--- config.mk ---
export PLATFORM = sky130hd
export DESIGN_NAME = two_output_demux
export DESIGN_NICKNAME = d
export VERILOG_FILES = /design/src/rtl/two_output_demux.sv
export SDC_FILE = /design/constraint.sdc
export NUM_CORES = 1
export LEC_CHECK = 0
export BUFFER_PORTS_ARGS = -buffer_cell sky130_fd_sc_hd__buf_2
export CELL_PAD_IN_SITES_DETAIL_PLACEMENT = 2
export CELL_PAD_IN_SITES_GLOBAL_PLACEMENT = 2
export CORE_MARGIN = 1
export CORE_UTILIZATION = 34
export DETAILED_ROUTE_END_ITERATION = 10
export PLACE_DENSITY_LB_ADDON = 0.08
export SETUP_SLACK_MARGIN = 0.15
export SYNTH_ARGS = -nofsm -noshare
export SYNTH_HDL_FRONTEND = slang
export SYNTH_SLANG_ARGS = --single-unit
export TNS_END_PERCENT = 20
--- constraint.sdc ---
create_clock -name clk -period 4.7 [get_ports clk]
set_input_delay 0.94 -clock clk [delete_from_list [all_inputs] [get_ports clk]]
set_output_delay 0.94 -clock clk [all_outputs]
set_load 0.01 [all_outputs]
--- src/rtl/two_output_demux.sv ---
// two_output_demux: steers one valid/ready stream into output A (s=1) or
// output B (s=0). Each output owns a 2-entry in-order buffer and a wrapping
// count of beats delivered downstream.
module two_output_demux #(
  parameter int WIDTH     = 32,
  parameter int CNT_WIDTH = 16
) (
  input  logic                 clk,
  input  logic                 reset,
  input  logic [WIDTH-1:0]     in_data,
  input  logic                 in_valid,
  input  logic                 s,
  output logic                 in_ready,
  output logic [WIDTH-1:0]     a_data,
  output logic                 a_valid,
  input  logic                 a_ready,
  output logic [WIDTH-1:0]     b_data,
  output logic                 b_valid,
  input  logic                 b_ready,
  output logic [CNT_WIDTH-1:0] a_count,
  output logic [CNT_WIDTH-1:0] b_count
);

  // Index 0 is output A, index 1 is output B throughout.
  logic [WIDTH-1:0]     head_q [2];
  logic [WIDTH-1:0]     head_d [2];
  logic [WIDTH-1:0]     tail_q [2];
  logic [WIDTH-1:0]     tail_d [2];
  logic [1:0]           occ_q  [2];
  logic [1:0]           occ_d  [2];
  logic [CNT_WIDTH-1:0] cnt_q  [2];
  logic [CNT_WIDTH-1:0] cnt_d  [2];
  logic                 push   [2];
  logic                 pop    [2];
  logic                 accept;

  // Readiness only looks at the selected buffer's registered occupancy, so
  // there is no combinational path from either downstream ready to in_ready.
  assign in_ready = s ? (occ_q[0] != 2'd2) : (occ_q[1] != 2'd2);
  assign accept   = in_valid & in_ready;

  assign push[0] = accept & s;
  assign push[1] = accept & ~s;
  assign pop[0]  = (occ_q[0] != 2'd0) & a_ready;
  assign pop[1]  = (occ_q[1] != 2'd0) & b_ready;

  assign a_data  = head_q[0];
  assign a_valid = (occ_q[0] != 2'd0);
  assign a_count = cnt_q[0];
  assign b_data  = head_q[1];
  assign b_valid = (occ_q[1] != 2'd0);
  assign b_count = cnt_q[1];

  // Next-state of each buffer; the head only changes when a new beat becomes
  // the head, so an emptied buffer keeps showing its last popped value.
  always_comb begin
    for (int i = 0; i < 2; i++) begin
      head_d[i] = head_q[i];
      tail_d[i] = tail_q[i];
      occ_d[i]  = occ_q[i];
      cnt_d[i]  = cnt_q[i];
      if (pop[i]) begin
        cnt_d[i] = cnt_q[i] + CNT_WIDTH'(1);
      end
      case (occ_q[i])
        2'd0: begin
          if (push[i]) begin
            head_d[i] = in_data;
            occ_d[i]  = 2'd1;
          end
        end
        2'd1: begin
          if (push[i] && pop[i]) begin
            head_d[i] = in_data;
          end else if (push[i]) begin
            tail_d[i] = in_data;
            occ_d[i]  = 2'd2;
          end else if (pop[i]) begin
            occ_d[i]  = 2'd0;
          end
        end
        2'd2: begin
          if (pop[i]) begin
            head_d[i] = tail_q[i];
            if (push[i]) begin
              tail_d[i] = in_data;
            end else begin
              occ_d[i] = 2'd1;
            end
          end
        end
        default: begin
          occ_d[i] = 2'd0;
        end
      endcase
    end
  end

  // Register both buffers and counters; reset discards everything in flight.
  always_ff @(posedge clk) begin
    if (reset) begin
      for (int i = 0; i < 2; i++) begin
        head_q[i] <= '0;
        tail_q[i] <= '0;
        occ_q[i]  <= 2'd0;
        cnt_q[i]  <= '0;
      end
    end else begin
      for (int i = 0; i < 2; i++) begin
        head_q[i] <= head_d[i];
        tail_q[i] <= tail_d[i];
        occ_q[i]  <= occ_d[i];
        cnt_q[i]  <= cnt_d[i];
      end
    end
  end

endmodule

==> flow_summary.ini, run 1 <==
[detailed_routing]
avgViaCountPerCell = 5.19
drtAntennaViolNets = 0
dr.pass1.iters = 6
drtIter0Drc = 149
wl_per_cell_microns = 18.3
vias = 6130
wirelength_microns = 21600
drc_errors = 0

[power_and_ir_drop]
peakVddDrop_mv = 0.254
leakagePower_uw = 0.00312
powerDensity_nw_per_um2 = 402

[die]
core_sq_um = 19000
core.rowCount = 50
die_x_microns = 142
ioPinCount = 137
fp.dieH_microns = 142
dieArea_sq_um = 20200
start_util_pct = 35.2

[global_routing]
grt_overflow = 0
grt_pass1_vias = 6815
met3_usage_pct = 4.10
grt_usage_pct = 22.5
met2_usage_pct = 41.3
grt_max_degree = 103
top_usage_layer = met2
grt_pass1_wl_microns = 35500
antenna_found_initial = 1
grt_util_met1_pct = 26.0

[synth]
synth.area.mux_share_pct = 5.41
yosysTopAreaCell = dfxtp_1
synth-compound-area-share_pct = 16.3
synth_top_area_share_pct = 49.2
syn-num-nets = 844
synth_xor_area_share_pct = 2.63
syn-instance-count = 804
synthArstFlopShare_pct = 0
synth_ff_type = dfxtp_1
synth-simple-area-share_pct = 22.0
yosys-top-cells-area = dfxtp_1 (49%), nand2_1 (12%), a21oi_1 (5.9%)
synthesis.area_sq_um = 6670
synth_fa_ha_area_share_pct = 0.375
yosysSeqAreaShare_pct = 49.2
synth_top_family_by_area = simple AND/OR/NAND/NOR gates
ys_warn_count = 0
synth_seq_cells = 164
synth-edff-count = 0
synthDistinctLibCells = 42
avgSynthCellArea_sq_um = 8.29

[placement]
placement.io_buffers = 136
place.gp.congestion = 0.753
hpwlAfterDp_microns = 14100

[hold_path]
worstHoldStart = tail_q[0][32]$_SDFFE_PP0P_
hold_path.class = reg -> reg

[timing]
slew_violations = 0
min_period_over_period_pct = 53.9
finalHoldViolations = 0
setup_viol = 0
fin_crit_ps = 2530
hold_ws_ps = 460
rsz0062_at_grt = no
clock_skew_ps = 13.0
slew-limit-headroom_pct = 24.8
tightestPinTransition_ps = 1130
max_freq_mhz = 395
fin_tns_setup_ps = 0

[clock_network]
cts_tree = built
cts.clk_slew.worst_paths_ps = 60
cts_resized = 0
cts_root_buf = clkbuf_16
ctsHoldBuffers = 0
htreeDepth = 4
cts_sinks = 164
clock_path_buffers = 2
post-cts-setup-buffers = 0
clk_latency_ps = 430
numCtsBuffers = 17

[setup_path]
crit_type = reg -> out
critPathArrivalTime_ps = 1590
r2r_start = occ_q[0][2]$_SDFFE_PP0P_
worstSetupStartpoint = occ_q[0][1]$_SDFFE_PP0P_
cp-end-kind = primary output
required_ps = 3760
cp_max_fo = 13
start_kind = flop

[cells_and_area]
area_growth_syn_to_layout_pct = 22.6
final_nets = 948
mostFrequentLayoutCells = nand2_1 (208), dfxtp_1 (164), buf_2 (135)
final_common_cell = nand2_1
drive_above_1_share_pct = 20.5

[run]
cap_viol_max_count = 0

[run_status]
outcome = completed
-- metrics by stage --
stage          utilization (%)  total power (uW)  std cells  worst slack (ps)  instance area (sq um)
2_1_floorplan                -              1680        804              2480                   6670
6_report                  43.1              3280       1181              2170                   8180
3_5_place_dp              39.8              1810       1149              1780                   7540
5_1_grt                   43.1              3420       1181              2030                   8180
3_3_place_gp              39.8              1790       1149              1900                   7540
4_1_cts                   43.1              3320       1180              2130                   8170
-- Yosys cell counts, types with 2 or more instances --
master	number
dfxtp_1	164
nor2_1	90
nand2b_1	4
and2_1	2
a211oi_1	32
or3_1	8
o21a_1	2
nand4_1	6
o22a_1	2
buf_4	3
a31o_2	2
a311oi_1	32
nor3_1	5
ha_1	2
xnor2_1	12
or2_2	3
nand3b_1	2
nor4_1	5
xor2_1	8
a21oi_1	78
clkbuf_1	47
nand2_1	208
nand3_1	9
inv_1	6
and4_1	2
buf_2	10
mux2i_1	36
o21ai_0	7
nor2b_1	3
o2111a_1	2
-- cells by family (layout without fill, tap and decap cells) --
| kind of cell | after synthesis | in the layout |
|---|---|---|
| multiplexers | 36 | 36 |
| AND/OR/NAND/NOR | 353 | 353 |
| buffers and inverters | 66 | 182 |
| flip-flops | 164 | 164 |
| XOR/XNOR | 20 | 20 |
| AO/OA/AOI/OAI | 163 | 163 |
| other | 0 | 1 |
| adder cells (fa/ha/maj) | 2 | 2 |
-- power by group --
group          leakage, uW  switching, uW  internal, uW
combinational      0.00148            185           108
sequential         0.00134           39.3          1450
clock             0.000310            592           913
-- path summary, 6_finish.rpt --
path | endpoint | slack, ps | depth (start not counted)
hold / removal | tail_q[0][32]$_SDFFE_PP0P_ | 460 | 2
setup / recovery | in_ready | 2170 | 3
hold reg to reg | tail_q[0][32]$_SDFFE_PP0P_ | 460 | 2
setup reg to reg | head_q[0][63]$_SDFFE_PP0P_ | 2260 | 5
-- layer usage --
metal  vias to the layer above  wire length, microns
met2                       115                 11000
met5                         -                     0
met3                        24                   787
met1                      3035                  9480
met4                         0                   368
li1                       2956                     -
-- registers in the layout, indices dropped and copies added, names as in the netlist --
| signal | count |
|---|---|
| tail_q | 64 |
| occ_q | 4 |
| cnt_q | 32 |
| head_q | 64 |
-- area by class of cell --
cell class / instances / area [sq um]
fillers: 2127 / 10800
flip-flops and latches: 164 / 3280
multi-input cells: 574 / 3140
repair buffers: 145 / 763
clock buffers: 22 / 494
well taps: 260 / 325
clock inverters: 9 / 141
inverters: 6 / 22.5
diodes: 1 / 2.50
-- critical path: stages, from the launching register on --
cell	delay (ps)
dfxtp_1	640
nor2b_4	260
mux2i_1	100
buf_2	170
(Power assumes the default switching activity.)
==> run 2, diff against run 1 <==
--- a/config.mk
+++ b/config.mk
@@ -5,11 +5,12 @@
 export SDC_FILE = /design/constraint.sdc
 export NUM_CORES = 1
 export LEC_CHECK = 0
+export ABC_AREA = 1
 export BUFFER_PORTS_ARGS = -buffer_cell sky130_fd_sc_hd__buf_2
 export CELL_PAD_IN_SITES_DETAIL_PLACEMENT = 2
 export CELL_PAD_IN_SITES_GLOBAL_PLACEMENT = 2
 export CORE_MARGIN = 1
-export CORE_UTILIZATION = 34
+export CORE_UTILIZATION = 30
 export DETAILED_ROUTE_END_ITERATION = 10
 export PLACE_DENSITY_LB_ADDON = 0.08
 export SETUP_SLACK_MARGIN = 0.15
==> constraint.sdc (replaced) <==
create_clock -name clk -period 2.4 [get_ports clk]
set_input_delay 0.48 -clock clk [delete_from_list [all_inputs] [get_ports clk]]
set_output_delay 0.48 -clock clk [all_outputs]
set_load 0.01 [all_outputs]
==> run 2 against run 1 <==
Effect of this change: sequential share of layout area shrank 2.3 points; clock skew up 0.94 ps; clock power increased by 92%; global-route usage fell by 3.2 points; cell count up 23%; critical path depth grew 3; register-to-register slack worse by 1700 ps; non-clock buffer count up 6; critical endpoint unchanged; largest cell class unchanged; largest power group is now sequential cells.
==> flow_summary.ini, run 2 <==
[run_status]
outcome = completed

[placement]
placement.io_buffers = 136
place.gp.congestion = 0.737
hpwlAfterDp_microns = 15200
place_area_sq_um = 8070

[power_and_ir_drop]
peakVddDrop_mv = 0.349
p_comb_share_pct = 10.2
power.share.clock_pct = 44.8
intPower_uw = 4720
net-switching-power_uw = 1720
p_seq_share_pct = 45.0
power.share.switching_pct = 26.7
powerDensity_nw_per_um2 = 742
leakagePower_uw = 0.00361

[synth]
ys_warn_count = 0
avgSynthCellArea_sq_um = 7.07
synthArstFlopShare_pct = 0
yosysTopAreaCell = dfxtp_1
synth_seq_cells = 164
yosysSeqAreaShare_pct = 45.7
synth_ff_type = dfxtp_1
synth-edff-count = 0
syn-num-nets = 1057
yosysMostFrequentCell = nand2_1
yosys-top-cells-area = dfxtp_1 (46%), o21ai_0 (10%), nand2_1 (10%)
synthDistinctLibCells = 36
synth_top_area_share_pct = 45.7
ys_top_cells_by_count = nand2_1 (196), dfxtp_1 (164), o21ai_0 (148)
syn-instance-count = 1017
synthesis.area_sq_um = 7190

[detailed_routing]
vias = 7126
dr.pass1.iters = 4
avgViaCountPerCell = 4.89
drtIter0Drc = 234
drc_errors = 0
wl_per_cell_microns = 15.6
wirelength_microns = 22700
drtAntennaViolNets = 0

[die]
ioPinCount = 137
die_x_microns = 157
start_util_pct = 30.6
core.rowCount = 56
fp.dieH_microns = 157
core_sq_um = 23500
dieArea_sq_um = 24600

[global_routing]
grt_pass1_vias = 7349
grt_usage_pct = 19.3
grt_pass1_wl_microns = 37300
antenna_found_initial = 1
grt_overflow = 0
grt_max_degree = 66

[timing]
slew-limit-headroom_pct = 50.5
tightestPinTransition_ps = 739
fin_crit_ps = 2090
fin_tns_setup_ps = 0
clock_skew_ps = 13.9
setup_viol = 0
rsz0062_at_grt = no
min_period_over_period_pct = 87.0
finalHoldViolations = 0
slew_violations = 0
max_freq_mhz = 479
hold_ws_ps = 377

[setup_path]
cp_slowest_cell = dfxtp_1
critPathMaxStageDelay_ps = 420
start_kind = flop
critPathArrivalTime_ps = 1610
cp_max_fo = 31
cp-end-kind = primary output
critical_path.cell_chain = inv_2 -> nand2_2 -> buf_4 -> nand2_1 -> o21ai_0 -> buf_2
crit_type = reg -> out
required_ps = 1920

[clock_network]
cts_resized = 0
cts_sinks = 164
clk_latency_ps = 430
cts_root_buf = clkbuf_16
clock_path_buffers = 2
numCtsBuffers = 17
htreeDepth = 4
cts.clk_slew.worst_paths_ps = 60
ctsHoldBuffers = 0
cts_tree = built
post-cts-setup-buffers = 0

[cells_and_area]
top_regs = head_q x64, tail_q x64, cnt_q x32
area_growth_syn_to_layout_pct = 20.8
mostFrequentLayoutCells = nand2_1 (194), dfxtp_1 (164), o21ai_0 (148)
antenna_cells = 0
multi_input_comb_area_sq_um = 3170
seq_area_sq_um = 3280
final_common_cell = nand2_1
final_nets = 1165
drive_above_1_share_pct = 17.8
fillers = 2858
stdcell_area_sq_um = 8680

[run]
cap_viol_max_count = 0

[hold_path]
hold_path.class = in -> reg
-- run 2: cell count changes after synthesis, moves of 35 or more --
| cell | delta |
|---|---|
| o21ai_0 | +141 |
| mux2i_1 | -36 |
| a21oi_1 | +46 |
| inv_1 | +91 |
| nand3_1 | +35 |
-- run 2: per-layer routing --
metal | wire [microns] | up-vias | track usage (%)
met5 | 10 | - | 0
met4 | 162 | 2 | 4.76
met3 | 778 | 14 | 3.52
met2 | 11300 | 89 | 35.2
met1 | 10500 | 3508 | 23.3
li1 | - | 3513 | -
-- run 2: final cells by class --
| cell class | instances | area share, % |
|---|---|---|
| Inverter | 104 | 4.51 |
| Sequential cell | 164 | 37.8 |
| Multi-Input combinational cell | 687 | 36.5 |
| Tap cell | 319 | 4.60 |
| Timing Repair Buffer | 151 | 9.57 |
| Clock inverter | 13 | 2.00 |
| Clock buffer | 19 | 4.99 |
-- run 2: worst max-delay path, delay by kind of cell, from the launching register on --
kind | cells | cell delay [ps]
buf+inv | 3 | 530
flops | 1 | 420
simple gates | 2 | 160
compound gates | 1 | 90
-- run 2: cells by family after synthesis --
kind of cell | Yosys count | share of synthesized area, %
flip-flops | 164 | 45.7
AO/OA/AOI/OAI | 310 | 22.1
adder cells (fa/ha/maj) | 2 | 0.348
buffers and inverters | 166 | 10.3
XOR/XNOR | 2 | 0.244
AND/OR/NAND/NOR | 373 | 21.3
-- run 2: power groups by stage --
stage	registers, uW	logic [uW]	clock network (uW)
detailed placement	2960	671	0
global route	2910	749	3070
global placement	2960	654	0
floorplan	2990	362	0
finish	2890	659	2880
CTS	2900	678	2970
-- run 2: final timing paths --
check | startpoint | to | slack (ps) | cells after the start
hold / removal | in_data[31] | tail_q[0][63]$_SDFFE_PP0P_ | 380 | 3
hold reg to reg | tail_q[0][27]$_SDFFE_PP0P_ | tail_q[0][27]$_SDFFE_PP0P_ | 450 | 2
setup reg to reg | occ_q[0][2]$_SDFFE_PP0P_ | tail_q[0][48]$_SDFFE_PP0P_ | 560 | 7
setup / recovery | occ_q[0][0]$_SDFFE_PP0P_ | in_ready | 310 | 6
-- run 2: through the flow --
step           power, uW  setup slack, ps  instances  utilization, %
4_1_cts             6550              270       1457            37.0
3_5_place_dp        3630              510       1425            34.4
3_3_place_gp        3610              579       1425            34.4
5_1_grt             6730              176       1457            37.0
2_1_floorplan       3350              992       1017               -
6_report            6440              311       1457            37.0
